**config.mk**
```make
export PLATFORM = sky130hd
export DESIGN_NAME = mips_multicycle_sequencer
export DESIGN_NICKNAME = d
export VERILOG_FILES = /design/src/rtl/mips_multicycle_sequencer.sv
export SDC_FILE = /design/constraint.sdc
export NUM_CORES = 1
export LEC_CHECK = 0
export ABC_AREA = 1
export CAP_MARGIN = 20
export CORE_ASPECT_RATIO = 0.8
export CORE_UTILIZATION = 54
export DETAILED_ROUTE_END_ITERATION = 10
export PLACE_DENSITY = 0.94
export RECOVER_POWER = 25
export SYNTH_ARGS = -nofsm -noshare
export SYNTH_HDL_FRONTEND = slang
export SYNTH_SLANG_ARGS = --single-unit
```
**constraint.sdc**
```tcl
create_clock -name clock -period 7.7 [get_ports clock]
set_input_delay 2.31 -clock clock [delete_from_list [all_inputs] [get_ports clock]]
set_output_delay 2.31 -clock clock [all_outputs]
set_load 0.01 [all_outputs]
```
**src/rtl/mips_multicycle_sequencer.sv**
```systemverilog
// Multi-cycle FETCH/DECODE/EXEC/MEM/WB sequencer and PC for the MIPS core.
// The instruction and data buses use a req/ack handshake, so memories can insert wait states.
// A request that goes ACK_TIMEOUT cycles without an ack halts the core and sets bus_error.
// Optional feature macro: MIPS_SEQ_PERF_CNT_EN adds the cycle and retired-instruction counters.
module mips_multicycle_sequencer #(
    parameter int unsigned                ADDR_WIDTH   = 32,
    parameter logic [ADDR_WIDTH-1:0]      RESET_VECTOR = '0,
    parameter int unsigned                ACK_TIMEOUT  = 15
) (
    input  logic                  clock,
    input  logic                  reset,
    output logic                  instr_req,
    input  logic                  instr_ack,
    output logic [ADDR_WIDTH-1:0] instr_addr,
    input  logic [31:0]           instr_rdata,
    output logic [31:0]           ir,
    output logic                  data_req,
    output logic                  data_we,
    input  logic                  data_ack,
    input  logic                  alu_zero,
    input  logic [ADDR_WIDTH-1:0] jr_target,
    output logic                  reg_write,
    output logic [1:0]            mem_to_reg,
    output logic [ADDR_WIDTH-1:0] pc,
    output logic [ADDR_WIDTH-1:0] pc_plus4,
    output logic                  halted,
    output logic                  bus_error
`ifdef MIPS_SEQ_PERF_CNT_EN
    ,
    output logic [31:0]           cycle_count,
    output logic [31:0]           retired_count
`endif
);

    localparam int unsigned CNT_W = (ACK_TIMEOUT > 1) ? $clog2(ACK_TIMEOUT) : 1;
    localparam logic [ADDR_WIDTH-1:0] JMASK = ADDR_WIDTH'({28{1'b1}});

    localparam logic [5:0] OP_RTYPE = 6'h00;
    localparam logic [5:0] OP_J     = 6'h02;
    localparam logic [5:0] OP_JAL   = 6'h03;
    localparam logic [5:0] OP_BEQ   = 6'h04;
    localparam logic [5:0] OP_ADDI  = 6'h08;
    localparam logic [5:0] OP_LW    = 6'h23;
    localparam logic [5:0] OP_SW    = 6'h2B;
    localparam logic [5:0] OP_HALT  = 6'h3F;
    localparam logic [5:0] FN_JR    = 6'h08;

    typedef enum logic [2:0] {
        S_FETCH  = 3'd0,
        S_DECODE = 3'd1,
        S_EXEC   = 3'd2,
        S_MEM    = 3'd3,
        S_WB     = 3'd4,
        S_HALT   = 3'd5
    } state_t;

    state_t                  state, state_d;
    logic [ADDR_WIDTH-1:0]   pc_d;
    logic                    ir_load;
    logic                    set_err;
    logic                    timeout_hit;
    logic [CNT_W-1:0]        wait_cnt;
    logic [5:0]              opcode;
    logic [5:0]              funct;
    logic [27:0]             jump_low;
    logic [31:0]             br_off;
    logic [ADDR_WIDTH-1:0]   jump_target;
    logic [ADDR_WIDTH-1:0]   br_target;

    // Instruction fields and candidate PC targets
    assign opcode      = ir[31:26];
    assign funct       = ir[5:0];
    assign pc_plus4    = pc + ADDR_WIDTH'(4);
    assign instr_addr  = pc;
    assign halted      = (state == S_HALT);
    assign jump_low    = {ir[25:0], 2'b00};
    assign jump_target = (pc_plus4 & ~JMASK) | (ADDR_WIDTH'(jump_low) & JMASK);
    assign br_off      = {{14{ir[15]}}, ir[15:0], 2'b00};
    assign br_target   = pc_plus4 + ADDR_WIDTH'($signed(br_off));
    assign timeout_hit = (ACK_TIMEOUT != 0) && (wait_cnt == CNT_W'(ACK_TIMEOUT - 1));

    // Next-state, PC update and strobe decode from registered state and ir
    always_comb begin
        state_d    = state;
        pc_d       = pc;
        ir_load    = 1'b0;
        set_err    = 1'b0;
        instr_req  = 1'b0;
        data_req   = 1'b0;
        data_we    = 1'b0;
        reg_write  = 1'b0;
        mem_to_reg = 2'b00;
        case (state)
            S_FETCH: begin
                instr_req = 1'b1;
                if (instr_ack) begin
                    ir_load = 1'b1;
                    state_d = S_DECODE;
                end else if (timeout_hit) begin
                    set_err = 1'b1;
                    state_d = S_HALT;
                end
            end
            S_DECODE: begin
                if (opcode == OP_HALT) begin
                    state_d = S_HALT;
                end else if (opcode == OP_J || opcode == OP_JAL) begin
                    pc_d    = jump_target;
                    state_d = S_FETCH;
                    if (opcode == OP_JAL) begin
                        reg_write  = 1'b1;
                        mem_to_reg = 2'b10;
                    end
                end else begin
                    state_d = S_EXEC;
                end
            end
            S_EXEC: begin
                if (opcode == OP_RTYPE && funct == FN_JR) begin
                    pc_d    = jr_target;
                    state_d = S_FETCH;
                end else if (opcode == OP_BEQ) begin
                    pc_d    = alu_zero ? br_target : pc_plus4;
                    state_d = S_FETCH;
                end else if (opcode == OP_LW || opcode == OP_SW) begin
                    state_d = S_MEM;
                end else if (opcode == OP_RTYPE || opcode == OP_ADDI) begin
                    state_d = S_WB;
                end else begin
                    pc_d    = pc_plus4;
                    state_d = S_FETCH;
                end
            end
            S_MEM: begin
                data_req = 1'b1;
                data_we  = (opcode == OP_SW);
                if (data_ack) begin
                    if (opcode == OP_SW) begin
                        pc_d    = pc_plus4;
                        state_d = S_FETCH;
                    end else begin
                        state_d = S_WB;
                    end
                end else if (timeout_hit) begin
                    set_err = 1'b1;
                    state_d = S_HALT;
                end
            end
            S_WB: begin
                reg_write  = 1'b1;
                mem_to_reg = (opcode == OP_LW) ? 2'b01 : 2'b00;
                pc_d       = pc_plus4;
                state_d    = S_FETCH;
            end
            S_HALT: begin
                state_d = S_HALT;
            end
            default: begin
                state_d = S_HALT;
            end
        endcase
        // Requests and strobes drop as soon as reset is asserted
        if (reset) begin
            instr_req  = 1'b0;
            data_req   = 1'b0;
            data_we    = 1'b0;
            reg_write  = 1'b0;
            mem_to_reg = 2'b00;
        end
    end

    // State, PC, instruction register and sticky bus error
    always_ff @(posedge clock or posedge reset) begin
        if (reset) begin
            state     <= S_FETCH;
            pc        <= RESET_VECTOR;
            ir        <= '0;
            bus_error <= 1'b0;
        end else begin
            state <= state_d;
            pc    <= pc_d;
            if (ir_load) begin
                ir <= instr_rdata;
            end
            if (set_err) begin
                bus_error <= 1'b1;
            end
        end
    end

    // Per-request wait counter, cleared whenever the state changes
    always_ff @(posedge clock or posedge reset) begin
        if (reset) begin
            wait_cnt <= '0;
        end else if (state_d != state) begin
            wait_cnt <= '0;
        end else if (ACK_TIMEOUT != 0 && (state == S_FETCH || state == S_MEM)) begin
            wait_cnt <= wait_cnt + CNT_W'(1);
        end
    end

`ifdef MIPS_SEQ_PERF_CNT_EN
    // Cycle and retirement counters, frozen once halted
    always_ff @(posedge clock or posedge reset) begin
        if (reset) begin
            cycle_count   <= '0;
            retired_count <= '0;
        end else if (state != S_HALT) begin
            cycle_count <= cycle_count + 32'd1;
            if (state_d == S_FETCH && state != S_FETCH) begin
                retired_count <= retired_count + 32'd1;
            end
        end
    end
`endif

endmodule

```
==> flow_summary_export.csv <==
group,metric,value,unit
run_status,status,"finished, violations left",
run_status,violations,"max-capacitance violations, max-slew violations",
clocking,clockRootBuffer,"clkbuf_16",
logic_synthesis,synthFlopType,"dfrtp_1",
pwr,p_total,0.855,mW
critical_path,endpoint_kind,"output port",
logic_synthesis,ys_warn_count,0,
logic_synthesis,synth_top_cell_by_area,"dfrtp_1",
logic_synthesis,synth_simple_gate_area_frac,0.347,
sta,slew_headroom,-0.548,
die,dieArea,14400,um2
routing,dr.pass1.iters,8,
logic_synthesis,synth_top_family_by_area,"simple AND/OR/NAND/NOR gates",
critical_path,required,5390,ps
logic_synthesis,synth_compound_area_frac,0.142,
placed_design,portBuffers,204,
logic_synthesis,synthTopCellsByArea,"dfrtp_1 24%, nand2_1 16%, inv_1 9.1%",
clocking,clock-sinks,72,
clocking,clock_latency,340,ps
routing,viasPerCell,5.65,
logic_synthesis,async_reset_ff_frac,1.00,
logic_synthesis,syn_area,7530,um2
logic_synthesis,synth_xor_xnor_area_share,0.0347,
sta,min_period,6920,ps
die,io_pins,205,
sta,fmax,145,MHz
pwr,p_sw,0.194,mW
logic_synthesis,netlist_instances,1196,
pwr,p_leak,4.79,nW
clocking,postCtsHoldBufs,0,
sta,final_hold_viol_count,0,
logic_synthesis,synthAdderAreaFrac,0.0658,
logic_synthesis,synth_common_cells,"327 x nand2_1, 182 x inv_1, 130 x nor2_1, 72 x dfrtp_1, 69 x a21oi_1",
grt,track_usage,0.386,
grt,grt_pass1_vias,8010,
clocking,clock_tree.buffer_depth,2,
sta,clock_skew,8.01,ps
logic_synthesis,synth_top_area_frac,0.239,
placed_design,gp_congestion,1.01,
die,rows,38,
logic_synthesis,synth_most_common_cell,"nand2_1",
final_layout,nets,1464,
grt,use_met3,0.0923,
clocking,cts_tree,"built",
critical_path,worstSetupPathType,"input pin to output port",
logic_synthesis,yosysUniqueCellTypes,50,
logic_synthesis,synth_mux_area_frac,0.0194,
grt,grt_pass1_wl,42500,um
logic_synthesis,yosys_register_bits,72,
final_layout,n_antenna_cell,0,
grt,use_met2,0.598,
die,fp.dieH,108,um
routing,drtIter0Drc,1177,
flow_run,maxCapViolations,1,
clocking,clkTransAtPathRegs,60,ps
routing,vias,8699,
grt,antenna_found_initial,0,
sta,tns,0,ps
pwr,seq_power_share,0.442,
pwr,p_sw_frac,0.227,
sta,rsz0062_at_grt,"no",
logic_synthesis,synth-edff-count,0,
sta,period_share,0.898,
min_path,hold_path_class,"register to register",
sta,finalSetupViolCount,0,
pwr,p_int,0.661,mW
grt,busiest_layer,"met2",
critical_path,crit_arrival,4610,ps
clocking,h-tree-depth,3,
logic_synthesis,yosysSeqAreaShare,0.239,
logic_synthesis,synth_area_per_cell,6.30,um2
sta,slew_violations,52,
clocking,cts_made_buffers,9,
routing,routedWlPerCell,17.8,um
grt,grt_max_degree,52,
pwr,p_per_area,88.0,nW/um2
grt,grtUsageMet1,0.520,
final_layout,final_layout_size_suffix_gt1_frac,0.0544,
critical_path,setup.worst_path.start_class,"input pin",
die,die_w,134,um
die,core_area,13600,um2
pwr,clkPwrFrac,0.506,
die,start_util,0.554,
routing,ant_nets,0,
final_layout,area_delta_synth_final,29.0,%
sta,tightest_slew,2320,ps
clocking,postCtsSetupRepairBufs,0,
logic_synthesis,synth_nets,1304,
critical_path,crit_fanout,5,
clocking,cts_resized,0,
grt,grt_overflow,0,
pwr,combPwrFrac,0.052,
routing,route.detailed.drc,0,
placed_design,post-dp-hpwl,21200,um
routing,wirelength,27500,um
pwr,ir_worst_vdd,0.0999,mV
==> power groups by stage <==
| stage | clock (mW) | combinational, mW | sequential (mW) |
|---|---|---|---|
| floorplan | 0 | 0.00568 | 0.385 |
| global placement | 0 | 0.0448 | 0.385 |
| detailed placement | 0 | 0.0453 | 0.385 |
| CTS | 0.432 | 0.0457 | 0.378 |
| global route | 0.451 | 0.0479 | 0.378 |
| finish | 0.433 | 0.0443 | 0.378 |
==> per-layer routing <==
metal  routed length (um)  vias up
met1                11200     3933
met2                11900      596
li1                     -     4097
met5                    0        -
met4                  887        0
met3                 3490       73
==> final timing paths <==
kind | cells after the start | endpoint | from | slack (ps)
min reg2reg | 1 | bus_error | bus_error | 450
min | 1 | bus_error | bus_error | 450
max | 9 | halted | data_ack | 780
max in group asynchronous | 3 | instr_addr[9] | reset | 3490
min in group asynchronous | 2 | instr_addr[24] | reset | 2980
max reg2reg | 19 | instr_addr[29] | instr_addr[2] | 3870
==> kinds of logic (layout without fill, tap and decap cells) <==
logic type,count (synthesis),count (layout)
buffers and inverters,255,420
muxes,13,13
xor gates and xnor gates,29,29
adders and majority gates,39,39
and+or+nand+nor,604,604
AOI/OAI and AO/OA,184,184
DFF,72,72
==> layout by cell type, fill, tap and decap left out, types with 8 or more instances in the layout <==
| master | instances |
|---|---|
| nor2_1 | 131 |
| o22ai_1 | 10 |
| nand4_1 | 15 |
| ha_1 | 38 |
| dlygate4sd3_1 | 8 |
| xnor2_1 | 9 |
| nand3_1 | 68 |
| inv_1 | 181 |
| o21ai_1 | 8 |
| inv_2 | 11 |
| o21ai_0 | 47 |
| mux2_2 | 13 |
| a21oi_1 | 69 |
| xor2_1 | 19 |
| clkdlybuf4s50_1 | 196 |
| clkbuf_16 | 9 |
| o211ai_1 | 11 |
| nor3_1 | 21 |
| dfrtp_1 | 72 |
| nand2_1 | 327 |
| a21boi_1 | 17 |
==> worst max-delay path: stages <==
cell	delay, ps
dlygate4sd3_1	560
nor2_1	220
clkinvlp_2	200
o211ai_1	240
nor2_1	60
a21oi_1	110
nand3_1	190
nor2_1	170
clkdlybuf4s50_1	550
==> flip-flops by register name (all words and copies together), names as in the netlist <==
register,count
state,3
wait_cnt,4
bus_error,1
instr_addr,32
ir,32
==> metrics by stage <==
stage / hold slack (ps) / setup slack [ps] / instances / util / instance area [um2]
after global routing: 477 / 656 / 1541 / 0.715 / 9720
after CTS: 457 / 1100 / 1541 / 0.715 / 9730
after floorplan: 493 / 2220 / 1196 / - / 7530
after global placement: 441 / 1160 / 1525 / 0.693 / 9430
final: 449 / 782 / 1541 / 0.715 / 9720
after detailed placement: 444 / 1130 / 1525 / 0.693 / 9430
==> cell type report <==
class                   count  area, um2
fillers                  1184       3880
inverters                 195        736
clock inverters             6       68.8
flip-flops and latches     72       1800
repair buffers            209       2080
clock buffers              10        229
multi-input cells         869       4580
well taps                 180        225
Power figures use the tool's default switching activity.
==> patch 1, RTL diff (same settings) <==
Change the parameter `ACK_TIMEOUT` from 15 to 16.
--- a/src/rtl/mips_multicycle_sequencer.sv
+++ b/src/rtl/mips_multicycle_sequencer.sv
@@ -7,3 +7,3 @@
     parameter logic [ADDR_WIDTH-1:0]      RESET_VECTOR = '0,
-    parameter int unsigned                ACK_TIMEOUT  = 15
+    parameter int unsigned                ACK_TIMEOUT  = 16
 ) (
Formal check against the unedited RTL: no difference found for any inputs over 4 cycles, from zero or initial values and one cycle with reset high; that may be too few to reach the edited logic, so the function may still have changed.
==> patch 1 against the original RTL <==
- the flow still finishes with violations (capacitance limit, slew limit)
- die area decreased by 1.2%
- register-to-register slack got worse by 0.24 ns
- synthesized cell count is 1.3% higher
- worst hold slack better by 0.0087 ns
- sequential cell count is the same
- routed wire length is 3.2% higher
- cell area down 0.62%
- worst setup slack improved by 0.54 ns
- global-route usage grew 1.4 points
- non-clock buffer count unchanged
- critical path depth shrank 5
- power is 0.28% lower
- sequential power is essentially flat
- synthesized area fell by 1.2%
- largest cell class unchanged
==> patch 1: results (changes against the original RTL) <==
status finished, violations left (unchanged); failing checks capacitance limit, slew limit (unchanged); met1 WL 11.1 mm (was 11.2 mm); skew final 0.0130 ns (was 0.00801 ns); Buffers on Ports 204 (unchanged); Skew-Pair Late Insertion Delay around 0.35 ns; antenna violations before repair 0 (unchanged); # H-tree levels 3 (unchanged); final hold slack 0.458 ns (was 0.449 ns); Yosys top cell area share 24.2% (was 23.9%); routed wl met2 12.4 mm (was 11.9 mm); CP max FO 7 (was 5); Final Wtd Congestion 0.992 (was 1.01); Worst VDD drop 0.000151 V (was 0.0000999 V); Worst-Margin Slew 2.56 ns (was 2.32 ns); number of global-route vias before repair 8544 (was 8010); number of post-CTS setup repair buffers 0 (unchanged); Avg Cell Area, Syn 6.14 um2 (was 6.30 um2); hpwl dp 22.0 mm (was 21.2 mm); Overall Global Routing Usage 40.1% (was 38.6%); post-DR wirelength/cell 18.3 um (was 17.8 um); Synth cell types 50 (unchanged); most common flop cell mapped by yosys dfrtp_1 (unchanged); Synth top cells by count nand2_1 (326), inv_1 (187), nor2_1 (151), a21oi_1 (82), nand3_1 (81) (was nand2_1 (327), inv_1 (182), nor2_1 (130), dfrtp_1 (72), a21oi_1 (69)); data arrival time of the worst path 4.06 ns (was 4.61 ns); # nets final 1480 (was 1464); # resized after CTS 0 (unchanged); CTS Buffer Depth 2 (unchanged); HP Class flip-flop to flip-flop (unchanged); syn nets 1319 (was 1304); first-pass GRT wire length 43.9 mm (was 42.5 mm); Max Cap Viol 1 (unchanged); antenna fix cells 0 (unchanged); Non-Filler Instances 1553 (was 1541); fraction of layout cells with a size suffix above 1 4.35% (was 5.44%); Seq/Total Area, Yosys 24.2% (was 23.9%); DR pass1 iterations 6 (was 8); Async SR Flop Fraction 100% (unchanged); largest net degree at the start of global routing 73 (was 52); DRT iter0 DRCs 995 (was 1177); Vias/cell 5.81 (was 5.65); Max Slew Vio Count 56 (was 52); total number of yosys warnings 0 (unchanged); P_leak 4.99 nW (was 4.79 nW); Top Metal Used met4 (unchanged); ranking of synthesized cells by area dfrtp_1 (24%), nand2_1 (16%), inv_1 (9.4%), nor2_1 (7.6%), ha_1 (6.2%) (was dfrtp_1 (24%), nand2_1 (16%), inv_1 (9.1%), nor2_1 (6.5%), ha_1 (6.3%)); length of routed met3 wiring 3.73 mm (was 3.49 mm); worst reg-to-reg setup slack 3.63 ns (was 3.87 ns)
patch 1: cell count changes after synthesis, moves of 5 or more:
cell | unedited run | this run
inv_2 | 11 | 6
o21ai_1 | 8 | 1
nand3_1 | 68 | 81
nand4_1 | 15 | 20
nor3_1 | 21 | 29
nor2_1 | 130 | 151
a21oi_1 | 69 | 82
a21boi_1 | 17 | 0
a31oi_1 | 0 | 8
inv_1 | 182 | 187
o21ai_0 | 47 | 41
a22oi_1 | 2 | 7
patch 1: routing by layer:
metal | GRT usage, % | vias to the layer above
met5 | 0 | -
met4 | 16.6 | 0
met3 | 11.9 | 121
met2 | 62.7 | 615
met1 | 51.5 | 4107
li1 | - | 4176
patch 1: final timing paths:
path | start | to | cells past startpoint
min in group asynchronous | reset | ir[29] | 3
max in group asynchronous | reset | instr_addr[14] | 3
hold reg to reg | bus_error | bus_error | 2
hold / removal | bus_error | bus_error | 2
setup reg to reg | instr_addr[2] | instr_addr[21] | 20
setup / recovery | reset | reg_write | 4
patch 1: worst max-delay path: stages:
cell,delay (ns)
dlygate4sd3_1,0.64
nor4_1,0.40
o21bai_1,0.17
clkdlybuf4s50_1,0.55
patch 1: area by class of cell:
cell class	count	area (um2)
clock buffers	9	225
repair buffers	209	2080
fillers	1102	3490
multi-input cells	886	4530
inverters	195	734
well taps	175	219
flip-flops and latches	72	1800
clock inverters	7	71.3
patch 1: through the flow:
stage | cell area (um2) | setup WS, ns | utilization (%) | power [W]
3_3_place_gp | 9370 | 1.49 | 71.2 | 0.000429
2_1_floorplan | 7440 | 2.36 | - | 0.000391
5_1_grt | 9660 | 1.23 | 73.5 | 0.000870
6_report | 9660 | 1.33 | 73.5 | 0.000853
3_5_place_dp | 9370 | 1.40 | 71.2 | 0.000430
4_1_cts | 9660 | 1.40 | 73.5 | 0.000848
patch 1: cells by family (layout without fill, tap and decap cells):
family	after synthesis	after routing	synth area share, %
simple gates	633	633	35.9
buf+inv	254	420	15.0
compound gates	182	182	14.1
flops	72	72	24.2
fa+ha+maj	38	38	6.49
xor+xnor	22	22	2.59
mux	11	11	1.65
patch 1: report_power, final:
| part | internal, W | total, W | switching, W |
|---|---|---|---|
| Clock | 0.000228 | 0.000431 | 0.000202 |
| Combinational | 0.0000300 | 0.0000440 | 0.0000140 |
| Sequential | 0.000378 | 0.000378 | 0 |
| Total | 0.000636 | 0.000853 | 0.000216 |
==> patch 2, RTL diff (same settings) <==
Made on the original files. Encoding of `state_t`: now one-hot (6 bits for 6 states).
--- a/src/rtl/mips_multicycle_sequencer.sv
+++ b/src/rtl/mips_multicycle_sequencer.sv
@@ -47,9 +47,9 @@
 
-    typedef enum logic [2:0] {
-        S_FETCH  = 3'd0,
-        S_DECODE = 3'd1,
-        S_EXEC   = 3'd2,
-        S_MEM    = 3'd3,
-        S_WB     = 3'd4,
-        S_HALT   = 3'd5
+    typedef enum logic [5:0] {
+        S_FETCH  = 6'b000001,
+        S_DECODE = 6'b000010,
+        S_EXEC   = 6'b000100,
+        S_MEM    = 6'b001000,
+        S_WB     = 6'b010000,
+        S_HALT   = 6'b100000
     } state_t;
Check against the original RTL: no difference found for any inputs over 4 cycles, from zero or initial values and one cycle with reset high; so few cycles prove little.
==> patch 2 against the original RTL <==
- sequential cell count increased by 3
- worst setup slack improved by 0.14 ns
- the run still ends with capacitance limit, slew limit left
- synthesized area rose by 1.3%
- routed wire length up 2.7%
- register-to-register slack worse by 0.04 ns
- cell area up 1.5%
- synthesized cell count is 0.42% higher
- highest routed layer unchanged
Power is not compared: it rests on default switching activity, and its combinational part moved more than twofold at a synthesized area within 25%.
==> patch 2: results (changes against the original RTL) <==
status finished, violations left (unchanged); failing checks capacitance limit, slew limit (unchanged); Hold Path End bus_error (unchanged); # H-tree levels 3 (unchanged); # nets final 1470 (was 1464); largest net degree at the start of global routing 76 (was 52); Skew-Pair Late Insertion Delay 0.36 ns (was 0.34 ns); worst reg-to-reg setup slack 3.83 ns (was 3.87 ns); Reg-to-Reg End instr_addr[23] (was instr_addr[29]); syn nets 1308 (was 1304); antenna violations before repair 0 (unchanged); Max Slew Vio Count 55 (was 52); number of global-route vias before repair 8789 (was 8010); hpwl dp 21.8 mm (was 21.2 mm); Worst VDD drop 0.000127 V; fraction of layout cells with a size suffix above 1 5.92% (was 5.44%); most common flop cell mapped by yosys dfrtp_1 (unchanged); skew final 0.00852 ns (was 0.00801 ns); hold path cells 2 (was 1); first-pass GRT wire length 44.0 mm (was 42.5 mm); Synth cell types 54 (was 50); filler instances 1062 (was 1184); hold wc startpoint bus_error (unchanged); clock slew at reported path FFs 0.07 ns; Vias/cell 5.93 (was 5.65); Overall Global Routing Usage 39.2% (was 38.6%); Reg-to-Reg Start instr_addr[2] (unchanged); FF-to-FF path depth 19 (unchanged); DR pass1 iterations 7 (was 8); Max-Slew Margin vs Limit -60.3% (was -54.8%); DRT iter0 DRCs 1357 (was 1177); Synth top cells by count nand2_1 (341), inv_1 (184), nor2_1 (108), o21ai_0 (89), dfrtp_1 (74) (was nand2_1 (327), inv_1 (182), nor2_1 (130), dfrtp_1 (72), a21oi_1 (69)); HP Class flip-flop to flip-flop (unchanged); Seq/Total Area, Yosys 24.6% (was 23.9%); Max Cap Viol 1 (unchanged); Async SR Flop Fraction 100% (unchanged); P_leak 4.89 nW; ranking of synthesized cells by area dfrtp_1 (24%), nand2_1 (17%), inv_1 (9.1%), ha_1 (6.1%), o21ai_0 (5.8%) (was dfrtp_1 (24%), nand2_1 (16%), inv_1 (9.1%), nor2_1 (6.5%), ha_1 (6.3%)); root buffer cell clkbuf_16 (unchanged); data arrival time of the worst path 4.47 ns (was 4.61 ns); Final Wtd Congestion 1.08 (was 1.01); post-DR wirelength/cell 18.2 um (was 17.8 um); antenna fix cells 0 (unchanged)
patch 2: worst max-delay path by stage:
| stage | start | to | cells after the start |
|---|---|---|---|
| 2_1_floorplan | reset | mem_to_reg[0] | 3 |
| 3_3_place_gp | data_ack | halted | 8 |
| 3_5_place_dp | data_ack | halted | 8 |
| 4_1_cts | data_ack | halted | 9 |
| 5_1_grt | data_ack | halted | 9 |
| 6_report | data_ack | halted | 9 |
patch 2: through the flow:
| stage | cells | utilization, % | instance area, um2 | hold WS [ns] | worst slack (ns) |
|---|---|---|---|---|---|
| floorplan | 1201 | - | 7630 | 0.501 | 1.01 |
| global placement | 1532 | 69.8 | 9560 | 0.470 | 1.13 |
| detailed placement | 1532 | 69.8 | 9560 | 0.474 | 1.05 |
| CTS | 1548 | 72.0 | 9860 | 0.490 | 1.04 |
| global route | 1548 | 72.0 | 9860 | 0.532 | 0.807 |
| finish | 1548 | 72.0 | 9860 | 0.479 | 0.921 |
patch 2: cell families after synthesis:
logic type / Yosys count / share of synthesized area, %
flops: 75 / 24.6
compound gates: 203 / 16.2
xor+xnor: 27 / 3.10
simple gates: 596 / 33.7
mux: 11 / 1.62
buf+inv: 251 / 14.5
fa+ha+maj: 38 / 6.33
patch 2: cell type report:
class	instances	area share [%]
multi-input cells	875	47.2
repair buffers	209	21.1
flip-flops and latches	75	19.0
inverters	193	7.39
clock buffers	9	2.28
well taps	180	2.28
clock inverters	7	0.749
patch 2: power breakdown:
| part | internal, W | leakage [nW] | switching [W] |
|---|---|---|---|
| sequential | 0.000404 | 0.813 | 0.0000137 |
| combinational | 0.0000906 | 3.93 | 0.000108 |
| clock | 0.000231 | 0.148 | 0.000211 |
patch 2: routing by layer:
metal | wire length [um] | global-route usage (%) | part of all wire, % | vias up
met5 | 0 | 0 | 0 | -
met4 | 1380 | 21.1 | 4.9 | 0
met3 | 4130 | 10.7 | 15 | 153
met2 | 12500 | 62.2 | 44 | 716
met1 | 10200 | 48.7 | 36 | 4152
li1 | - | - | - | 4160
patch 2: critical path, cell delays in order:
cell	delay (ns)
dlygate4sd3_1	0.61
or2_2	0.15
o21ai_0	0.08
o21ai_0	0.14
nand3_1	0.16
nand2_1	0.09
nand3_1	0.15
nor3_1	0.22
clkdlybuf4s50_1	0.56
